[config.mk]
export PLATFORM = sky130hd
export DESIGN_NAME = three_parallel_crc_check
export DESIGN_NICKNAME = d
export VERILOG_FILES = /design/src/rtl/three_parallel_crc_check.sv
export SDC_FILE = /design/constraint.sdc
export NUM_CORES = 1
export LEC_CHECK = 0
export ABC_AREA = 1
export CORE_AREA = 2 2 59 61
export CTS_CLUSTER_DIAMETER = 40
export DETAILED_ROUTE_END_ITERATION = 16
export DIE_AREA = 0 0 61 63
export GPL_TIMING_DRIVEN = 0
export MAX_ROUTING_LAYER = met4
export PLACE_DENSITY = 0.6
export SYNTH_ARGS = -nofsm -noshare
export SYNTH_HDL_FRONTEND = slang
export SYNTH_SLANG_ARGS = --single-unit
export TNS_END_PERCENT = 10
[constraint.sdc]
create_clock -name clk -period 3.7 [get_ports clk]
set_clock_uncertainty 0.05 [all_clocks]
set_input_delay 0.74 -clock clk [delete_from_list [all_inputs] [get_ports clk]]
set_output_delay 0.74 -clock clk [all_outputs]
set_load 0.01 [all_outputs]
[src/rtl/three_parallel_crc_check.sv]
// three_parallel_crc_check
//   Receive-side CRC checker. It takes a serial codeword (message followed by
//   its appended CRC), three bits per clock, MSB-first. It divides the
//   codeword by the generator with a 3-step unrolled LFSR. At the end of each
//   frame it presents the syndrome and a pass flag on a held result handshake.
//
// Parameters
//   CRC_W  generator degree / syndrome width
//   POLY   generator polynomial without the implicit x^CRC_W term
//   INIT   remainder value at reset and at each frame start
//
// Ports
//   clk        rising-edge clock
//   reset      asynchronous active-low reset
//   in_valid   / in_ready   input beat handshake
//   in_data    3 codeword bits, in_data[2] earliest
//   in_last    final beat of the frame
//   in_nbits   valid bits on the last beat (1..3, 0 means 3)
//   chk_valid  / chk_ready  result handshake
//   chk_ok     syndrome is zero (and, optionally, the frame is long enough)
//   chk_rem    final remainder (syndrome)
//
// Build option
//   CRC_CHK_MINLEN_EN  adds a 16-bit saturating bit counter. Frames shorter
//                      than CRC_W+1 bits are reported as failed.
//
// States
//   ACCUM | accepting beats, remainder accumulating
//   DONE  | result held until the consumer takes it

module three_parallel_crc_check #(
  parameter int unsigned      CRC_W = 8,
  parameter logic [CRC_W-1:0] POLY  = 8'h07,
  parameter logic [CRC_W-1:0] INIT  = '0
) (
  input  logic             clk,
  input  logic             reset,
  input  logic             in_valid,
  output logic             in_ready,
  input  logic [2:0]       in_data,
  input  logic             in_last,
  input  logic [1:0]       in_nbits,
  output logic             chk_valid,
  input  logic             chk_ready,
  output logic             chk_ok,
  output logic [CRC_W-1:0] chk_rem
);

  typedef enum logic {ACCUM = 1'b0, DONE = 1'b1} state_t;

  state_t           state;
  logic [CRC_W-1:0] rem;
  logic [CRC_W-1:0] rem1, rem2, rem3, rem_next;
  logic [1:0]       nsteps;
  logic             len_ok;
  logic             beat;

  function automatic logic [CRC_W-1:0] crc_step(input logic [CRC_W-1:0] r,
                                                input logic b);
    logic fb;
    fb = r[CRC_W-1] ^ b;
    return {r[CRC_W-2:0], 1'b0} ^ (fb ? POLY : '0);
  endfunction

  // Three serial steps chained in one cycle; a short last beat taps early.
  assign rem1 = crc_step(rem,  in_data[2]);
  assign rem2 = crc_step(rem1, in_data[1]);
  assign rem3 = crc_step(rem2, in_data[0]);

  always_comb begin
    nsteps = 2'd3;
    if (in_last && (in_nbits != 2'd0)) nsteps = in_nbits;
    case (nsteps)
      2'd1:    rem_next = rem1;
      2'd2:    rem_next = rem2;
      default: rem_next = rem3;
    endcase
  end

  assign in_ready  = (state == ACCUM);
  assign chk_valid = (state == DONE);
  assign beat      = in_valid && in_ready;

`ifdef CRC_CHK_MINLEN_EN
  logic [15:0] bit_cnt;
  logic [16:0] cnt_sum;
  logic [15:0] cnt_next;

  // The length includes the bits of the beat being accepted.
  assign cnt_sum  = {1'b0, bit_cnt} + {15'd0, nsteps};
  assign cnt_next = cnt_sum[16] ? 16'hFFFF : cnt_sum[15:0];
  assign len_ok   = (cnt_next >= 16'(CRC_W + 1));

  always_ff @(posedge clk or negedge reset) begin
    if (!reset) begin
      bit_cnt <= '0;
    end else if (beat) begin
      bit_cnt <= in_last ? 16'd0 : cnt_next;
    end
  end
`else
  assign len_ok = 1'b1;
`endif

  always_ff @(posedge clk or negedge reset) begin
    if (!reset) begin
      state   <= ACCUM;
      rem     <= INIT;
      chk_ok  <= 1'b0;
      chk_rem <= '0;
    end else if (state == ACCUM) begin
      if (in_valid) begin
        if (in_last) begin
          chk_rem <= rem_next;
          chk_ok  <= (rem_next == '0) && len_ok;
          rem     <= INIT;
          state   <= DONE;
        end else begin
          rem <= rem_next;
        end
      end
    end else begin
      if (chk_ready) state <= ACCUM;
    end
  end

endmodule
; After elaboration in Yosys (flattened, before gate mapping)
; Index checks and enable logic that the tools add are counted.
[word_totals]
output_inout_bits = 11
in_bits = 10
regBits = 18
elab_cells = 28
[op_classes]
reduce_logical = 5
n_eq_ne = 2
muxes = 10
bitwise_logic = 7
[op_table]
columns = cell, count
row1 = $xor A8 B3 Y8, 3
row2 = $pmux W8 S2, 1
row3 = $mux W3, 3
row4 = $logic_not A8 Y1, 1
row5 = $mux W8, 1
row6 = $mux W1, 4
row7 = $reduce_and A3 Y1, 1
row8 = $xor A1 B1 Y1, 3
row9 = $eq A2 B1 Y1 const B, 1
row10 = $eq A2 B2 Y1 const B, 1
row11 = $mux W2, 1
row12 = $reduce_and A2 Y1, 1
row13 = $reduce_bool A2 Y1, 1
row14 = $logic_and A1 B1 Y1, 1
row15 = $not A1 Y1, 1

; Logic depth before layout (Yosys ltp)
[depth]
ltp_word = 11
mapped_depth = 14

; Least setup slack after synthesis
; OpenSTA, ideal clock, no wires.
[synth_path]
path_kind = input to register
startpoint = input in_nbits[0]
endpoint = register chk_ok
setup_slack_ns = 1.666
n_path_buf = 1
setup_ns = 0.065
path_stages = 14
t_arrival_ns = 1.919
cell_sequence = inv_1 -> nand3_1 -> inv_1 -> ha_1 -> buf_6 -> inv_6 -> nand3_2 -> nand2_2 -> nand2_1 -> nor2_1 -> nand3_1 -> nor2_2 -> nand3_2 -> nand2_1
[synth_between]
elab_chain_len = 6
word_cells_on_any_way = 7
classes_between = 2 x eq/ne / 2 x mux / 3 x reduce/logical
[synth_rtl]
columns = element, line
row1 = "start, declared", 42  ; input logic [1:0] in_nbits,
row2 = $reduce_bool A2 Y1, 72  ; if (in_last && (in_nbits != 2'd0)) nsteps = in_nbits;
row3 = $logic_and A1 B1 Y1, 72
row4 = $mux W2 *, 72
row5 = $eq A2 B2 Y1 / $eq A2 B1 Y1 (equally long branches), 73  ; case (nsteps)
row6 = $pmux W8 S2 *, 73
row7 = $logic_not A8 Y1 *, 115  ; chk_ok <= (rem_next == '0) && len_ok;
row8 = "end signal, assigned", 115
row9 = "end, declared", 45  ; output logic chk_ok,
; Mark *: on every way between the ends. The rest lies on a longest branch, timed or not.
; A chain may end at the register's enable or synchronous reset.

; Worst setup path in the final report
[layout_path]
startpoint = input in_last
endpoint = register chk_ok
[layout_between]
elab_chain_len = 5
word_cells_on_any_way = 7
classes_between = 2 x eq/ne / 2 x mux / 3 x reduce/logical
[layout_rtl]
columns = element, line
row1 = "start, declared", 41  ; input logic in_last,
row2 = $logic_and A1 B1 Y1, 72
row3 = $mux W2, 72
row4 = $eq A2 B2 Y1 / $eq A2 B1 Y1 (equally long branches), 73
row5 = $pmux W8 S2, 73
row6 = $logic_not A8 Y1, 115
; Parallel ways exist; a longest one is shown, timed or not.

==> report_table.html <==
<table>
<tr><th>Metric</th><th>Value</th></tr>
<tr><th colspan="2">Outcome</th></tr>
<tr><td>Status</td><td>finished, final reports clean</td></tr>
<tr><th colspan="2">Power and ir drop</th></tr>
<tr><td>Fraction of power consumed by the clock network</td><td>0.183</td></tr>
<tr><td>Switching share of power</td><td>0.365</td></tr>
<tr><td>Power per cell area</td><td>444 mW/mm^2</td></tr>
<tr><td>Sw Pwr</td><td>242 uW</td></tr>
<tr><td>Part of the total power dissipated in sequential elements</td><td>0.404</td></tr>
<tr><td>Internal cell power</td><td>422 uW</td></tr>
<tr><td>Final Total Pwr</td><td>664 uW</td></tr>
<tr><td>Peak VDD IR</td><td>0.287 mV</td></tr>
<tr><td>Leakage</td><td>0.709 nW</td></tr>
<tr><td>Gate power share</td><td>0.412</td></tr>
<tr><th colspan="2">Min path</th></tr>
<tr><td>Tightest Hold Check Type</td><td>flip-flop to flip-flop</td></tr>
<tr><td>Hold Path Origin</td><td>chk_rem[6]</td></tr>
<tr><td>Capture endpoint of the worst hold path</td><td>chk_rem[6]</td></tr>
<tr><td>Hold Path Depth</td><td>2</td></tr>
<tr><th colspan="2">Placement</th></tr>
<tr><td>Final estimated routing congestion in global placement</td><td>0.827</td></tr>
<tr><td>Count of buffers from port buffering</td><td>20</td></tr>
<tr><td>Detailed-placement wirelength estimate</td><td>2060 um</td></tr>
<tr><td>Placement-stage cell area</td><td>0.00146 mm^2</td></tr>
<tr><td>Placed instance count</td><td>220</td></tr>
<tr><th colspan="2">Global routing</th></tr>
<tr><td>Global-route wire length before repair</td><td>4690 um</td></tr>
<tr><td>Number of global-route vias before repair</td><td>1008</td></tr>
<tr><td>Aggregate global-route resource usage</td><td>0.160</td></tr>
<tr><td>Final global-route overflow total</td><td>0</td></tr>
<tr><td>Largest net degree at the start of global routing</td><td>19</td></tr>
<tr><td>Initial antenna violation count</td><td>0</td></tr>
<tr><th colspan="2">Worst setup path</th></tr>
<tr><td>R2R depth</td><td>7</td></tr>
<tr><td>Worst setup path category</td><td>input port to flip-flop</td></tr>
<tr><td>End of the worst register-to-register path</td><td>chk_ok</td></tr>
<tr><td>Reg-to-reg critical path startpoint</td><td>rem[5]</td></tr>
<tr><td>CP max FO</td><td>9</td></tr>
<tr><td>Crit path DAT</td><td>2590 ps</td></tr>
<tr><td>Req. time, crit path</td><td>3890 ps</td></tr>
<tr><td>Crit start category</td><td>input port</td></tr>
<tr><td>Worst setup slack for register-to-register paths</td><td>2320 ps</td></tr>
<tr><td>Kind of capture point of the worst setup path</td><td>flip-flop</td></tr>
<tr><th colspan="2">Routing</th></tr>
<tr><td>Antenna Violating Nets Remaining</td><td>0</td></tr>
<tr><td>Total detailed-routing wirelength</td><td>2610 um</td></tr>
<tr><td>Number of vias in the routed layout</td><td>1068</td></tr>
<tr><td>Average via count per standard cell</td><td>4.77</td></tr>
<tr><td>DRC errors left</td><td>0</td></tr>
<tr><td>First-iteration detailed-routing DRC count</td><td>50</td></tr>
<tr><td>Routed wire per std cell</td><td>11.6 um</td></tr>
<tr><td>Pre-Repair DR Iteration Count</td><td>4</td></tr>
<tr><th colspan="2">Clock tree</th></tr>
<tr><td>Cells resized by post-CTS repair</td><td>0</td></tr>
<tr><td>Total clock buffers created by CTS</td><td>3</td></tr>
<tr><td>CTS Hold Buffers Added</td><td>0</td></tr>
<tr><td>Sinks on the clock net</td><td>18</td></tr>
<tr><td>Clock Tree Root</td><td>sky130_fd_sc_hd__clkbuf_4</td></tr>
<tr><td>Count of buffers added by post-CTS timing repair for setup</td><td>0</td></tr>
<tr><td>Reg clk slew, reported paths</td><td>100 ps</td></tr>
<tr><td>Clock tree from TritonCTS</td><td>yes</td></tr>
<tr><td>Maximum level of the CTS H-tree</td><td>1</td></tr>
<tr><td>Buffers from clock root to sink, at most</td><td>2</td></tr>
<tr><td>Clk Latency, worst-skew pair</td><td>290 ps</td></tr>
<tr><th colspan="2">Synth</th></tr>
<tr><td>Number of library cell types mapped by synthesis</td><td>25</td></tr>
<tr><td>Syn. warnings</td><td>0</td></tr>
<tr><td>Cell accounting for the most synthesized area</td><td>sky130_fd_sc_hd__dfrtp_1</td></tr>
<tr><td>Number of nets in the synthesized netlist</td><td>166</td></tr>
<tr><td>Post-synthesis register bit count</td><td>18</td></tr>
<tr><td>Synthesized area</td><td>0.00120 mm^2</td></tr>
<tr><td>Share of the synthesized area in the top cell type</td><td>0.375</td></tr>
<tr><td>Top cells by area in the synthesized netlist</td><td>sky130_fd_sc_hd__dfrtp_1 38%, sky130_fd_sc_hd__nand2_1 12%, sky130_fd_sc_hd__nand2_2 7.8%</td></tr>
<tr><td>Sequential cell area fraction in the yosys report</td><td>0.375</td></tr>
<tr><td>Avg Synthesized Cell Area</td><td>7.80 um^2</td></tr>
<tr><td>Gate Count Post-Synth</td><td>154</td></tr>
<tr><th colspan="2">Die</th></tr>
<tr><td>Height of the die</td><td>63 um</td></tr>
<tr><td>Row cnt</td><td>21</td></tr>
<tr><td>Ports</td><td>21</td></tr>
<tr><td>Horiz. Die Dim</td><td>61 um</td></tr>
<tr><td>Core outline area</td><td>0.00323 mm^2</td></tr>
<tr><td>Effective utilization at floorplan</td><td>0.372</td></tr>
<tr><td>Total die area</td><td>0.00384 mm^2</td></tr>
<tr><th colspan="2">Timing</th></tr>
<tr><td>Number of setup violations in the final report</td><td>0</td></tr>
<tr><td>Maximum operating frequency</td><td>0.418 GHz</td></tr>
<tr><td>Slew at the pin closest to its max-slew limit</td><td>784 ps</td></tr>
<tr><td>Final setup TNS</td><td>0 ps</td></tr>
<tr><td>Final worst path period need</td><td>2390 ps</td></tr>
<tr><td>Number of pins with negative max-slew slack in the final report</td><td>0</td></tr>
<tr><td>Headroom to the max-slew limit</td><td>0.476</td></tr>
<tr><td>Hold violation count in the final report</td><td>0</td></tr>
<tr><td>Unrepaired setup endpoints after global routing</td><td>false</td></tr>
<tr><td>Share of the clock period used by the worst path after layout</td><td>0.647</td></tr>
<tr><th colspan="2">Cells and area</th></tr>
<tr><td>Count of non-filler cells in the finished layout</td><td>224</td></tr>
<tr><td>Highest-count cells in the layout ignoring fill and taps</td><td>37 x sky130_fd_sc_hd__nand2_1, 20 x sky130_fd_sc_hd__clkdlybuf4s50_1, 18 x sky130_fd_sc_hd__nand3_1, 18 x sky130_fd_sc_hd__dfrtp_1, 16 x sky130_fd_sc_hd__inv_1</td></tr>
<tr><td>Final nets</td><td>191</td></tr>
<tr><td>Final Cell Area</td><td>0.00150 mm^2</td></tr>
<tr><td>Synth-to-Final Area Change</td><td>24.5%</td></tr>
<tr><td>Count of antenna diodes in the layout</td><td>0</td></tr>
<tr><td>Post-route core utilization</td><td>0.463</td></tr>
<tr><td>Fraction of final layout cells sized beyond drive strength 1</td><td>0.247</td></tr>
<tr><td>Most common cell after layout, fill and taps aside</td><td>sky130_fd_sc_hd__nand2_1</td></tr>
<tr><td>Layout filler cell count</td><td>335</td></tr>
<tr><th colspan="2">Run</th></tr>
<tr><td>Max_cap viols</td><td>0</td></tr>
</table>
-- per-layer routing --
| metal | vias to the layer above | wire length [um] | share of wire | GRT usage |
|---|---|---|---|---|
| li1 | 542 | - | - | - |
| met1 | 500 | 1230 | 0.47 | 0.229 |
| met2 | 19 | 1250 | 0.48 | 0.235 |
| met3 | 7 | 75 | 0.029 | 0.0186 |
| met4 | 0 | 50 | 0.019 | 0.0489 |
| met5 | - | 0 | 0 | - |
-- power groups by stage --
stage	registers (mW)	clock network (mW)	logic (mW)
after floorplan	0.281	0	0.159
after global placement	0.270	0	0.274
after detailed placement	0.272	0	0.276
after CTS	0.269	0.123	0.277
after global routing	0.274	0.131	0.304
final	0.268	0.122	0.274
-- cell usage after synthesis (all sizes together) --
cell type and instances:
inv 21, a31oi 1, clkinv 1, o21ai 11, o22ai 5, nand3 25, a21oi 2, o21a 1
dfrtp 18, nand2 55, a21o 1, nor2 6, buf 4, xnor2 1, ha 2
-- how the worst max path moves through the flow --
stage,start,endpoint,slack (ps),cells past startpoint
finish,in_last,chk_ok,1310,14
global route,in_last,chk_ok,1140,14
CTS,in_last,chk_ok,1280,14
detailed placement,in_last,chk_ok,960,14
global placement,in_last,chk_ok,1010,14
floorplan,in_nbits[0],chk_ok,1670,14
-- cell families after synthesis --
kind of cell / share of synthesized area
and+or+nand+nor: 0.384
buffers and inverters: 0.0990
AOI/OAI and AO/OA: 0.107
DFF: 0.375
adders and majority gates: 0.0208
xor gates and xnor gates: 0.0135
-- final cells by class --
class | count | area (um^2) | share of cell area
inverters | 22 | 92.6 | 0.0619
flip-flops and latches | 18 | 450 | 0.301
multi-input cells | 110 | 632 | 0.423
clock buffers | 4 | 36.3 | 0.0243
well taps | 46 | 57.6 | 0.0385
plain buffers | 4 | 26.3 | 0.0176
repair buffers | 20 | 200 | 0.134
-- registers in the layout (all words and copies together) (netlist names) --
name	count
chk_rem	8
chk_ok	1
chk_valid	1
rem	8
-- critical path, stage by stage --
cell,delay [ps]
sky130_fd_sc_hd__clkdlybuf4s50_1,540
sky130_fd_sc_hd__nand3_1,130
sky130_fd_sc_hd__inv_1,70
sky130_fd_sc_hd__ha_1,230
sky130_fd_sc_hd__buf_6,150
sky130_fd_sc_hd__inv_6,90
sky130_fd_sc_hd__nand3_2,80
sky130_fd_sc_hd__nand2_2,80
sky130_fd_sc_hd__nand2_1,60
sky130_fd_sc_hd__nor2_1,80
sky130_fd_sc_hd__nand3_1,80
sky130_fd_sc_hd__nor2_2,120
sky130_fd_sc_hd__nand3_2,60
sky130_fd_sc_hd__nand2_1,60
-- through the flow --
step	setup slack, ps	hold WS, ps
6_report	1310	449
5_1_grt	1140	494
4_1_cts	1280	452
3_5_place_dp	959	427
3_3_place_gp	1010	419
2_1_floorplan	1670	394
Note: power is estimated with default switching activity, not from simulation.
==> patch (same settings) <==
Change the parameter `CRC_W` from 8 to 6.
--- a/src/rtl/three_parallel_crc_check.sv
+++ b/src/rtl/three_parallel_crc_check.sv
@@ -29,7 +29,7 @@
 //   DONE  | result held until the consumer takes it
 
 module three_parallel_crc_check #(
-  parameter int unsigned      CRC_W = 8,
+  parameter int unsigned      CRC_W = 6,
   parameter logic [CRC_W-1:0] POLY  = 8'h07,
   parameter logic [CRC_W-1:0] INIT  = '0
 ) (
Ports: changed (resized chk_rem); port bits go from 21 to 19. No check against the original RTL was run, so the function may have changed too.
==> patch against the original RTL <==
  * Area after synthesis is 25% lower
  * Clock power shrank 32%
  * Wire length is 21% lower
  * Cell count shrank 13%
  * Total power is 21% lower
  * Critical endpoint unchanged
  * Cell area is 22% lower
  * Sequential cell count is 4 lower
  * Worst setup slack got worse by 0.098 ns
  * Hold slack got worse by 0.0060 ns
  * Via count down 17%
==> patch: results (changes against the original RTL) <==
* R2R setup slack at 2.24 ns (-0.08 ns)
* Routed len/inst at 10.6 um (-8.7%)
* GRT Util Overall at 12.2% (-3.8 points)
* Leak Pwr at 0.577 nW (-19%)
* Clk pin slew, worst setup/hold paths at 0.07 ns (-0.03 ns)
* Sequential share of the synthesized area at 38.7% (+1.2 points)
* Sw Pwr at 0.196 mW (-19%)
* Vias in the first global route at 872 (-13%)
* CP max FO at 7 (-2)
* Filler instances at 344 (+2.7%)
* WHS Endpoint: chk_ok$_DFFE_PN0P_
* GP Congestion at 0.820 (-0.85%)
* Post-synth top cells: nand2_1 (38), nand3_1 (20), inv_1 (18), dfrtp_1 (14), nor2_1 (6)
* First-pass GRT wire length at 3530 um (-25%)
* Routed met2 length at 981 um (-22%)
* Synth area leaders: dfrtp_1 (39%), nand2_1 (16%), nand3_1 (11%)
* DR vias/cell at 4.55 (-4.5%)
* Routing usage on met1 at 15.9% (-7.0 points)
* Outcome: finished clean
* Comb group at 0.227 mW (-17%)
* Clock latency on the worst-skew pair at 0.27 ns (-0.02 ns)
* Grt met3 use at 1.24% (-0.62 points)
* Met3 Routed Length at 93 um (+24%)
* Fin util at 36.1% (-10 points)
* DRT iter0 DRCs at 22 (-56%)
* Post-DP Area at 1140 um^2 (-22%)
* Largest net degree at the start of global routing at 15 (-4)
* Mapped Nets at 140 (-16%)
* Dpl ws at 0.946 ns (-0.0135 ns)
* HP Start: chk_ok$_DFFE_PN0P_
* Largest regs: chk_rem x6, rem x6
* # nets final at 163 (-15%)
* IO Port Bufs at 18 (-10%)
* Sequential share of power at 40.9% (+0.5 points)
* Met2 GRT Util at 19.4% (-4.2 points)
## patch: changes by cell type after synthesis, moves of 2 or more
cell | unedited run | this run
nand2_2 | 15 | 3
nand3_2 | 7 | 2
dfrtp_1 | 18 | 14
buf_2 | 3 | 0
nor2_1 | 3 | 6
inv_1 | 16 | 18
nand2_4 | 3 | 1
nand3_1 | 18 | 20
nor2_2 | 2 | 0
o21ai_1 | 4 | 2
## patch: layout make-up
type	instances	area share, %
multi-input combinational	91	40.6
buffer	1	0.322
sequential	14	30.0
tap	46	4.94
timing repair buffer	18	15.5
inverter	21	6.76
clock buffer	3	1.93
## patch: cell families (layout without fill, tap and decap cells)
family,Yosys count,in the layout,share of synthesized area (%)
simple gates,71,71,36.1
buf+inv,22,43,9.12
xor+xnor,1,1,1.80
fa+ha+maj,3,3,4.14
compound gates,16,16,10.2
flops,14,14,38.7
## patch: how the worst max path moves through the flow
stage	slack (ns)	from	cells past startpoint	end
after floorplan	1.67	in_nbits[0]	11	chk_ok$_DFFE_PN0P_
after global placement	0.96	in_last	11	chk_ok$_DFFE_PN0P_
after detailed placement	0.95	in_nbits[0]	12	chk_ok$_DFFE_PN0P_
after CTS	1.24	in_nbits[0]	12	chk_ok$_DFFE_PN0P_
after global routing	1.06	in_nbits[0]	12	chk_ok$_DFFE_PN0P_
final	1.21	in_nbits[0]	12	chk_ok$_DFFE_PN0P_
## patch: worst max-delay path, cell delays in order
cell and delay [ns]:
clkdlybuf4s50_1 0.48, inv_1 0.05, nand3_1 0.12, inv_1 0.06, ha_1 0.39, inv_2 0.15, nand3_1 0.12, a21oi_1 0.23
nand3_1 0.11, nor2_1 0.10, nand3_1 0.07, nand2_1 0.06
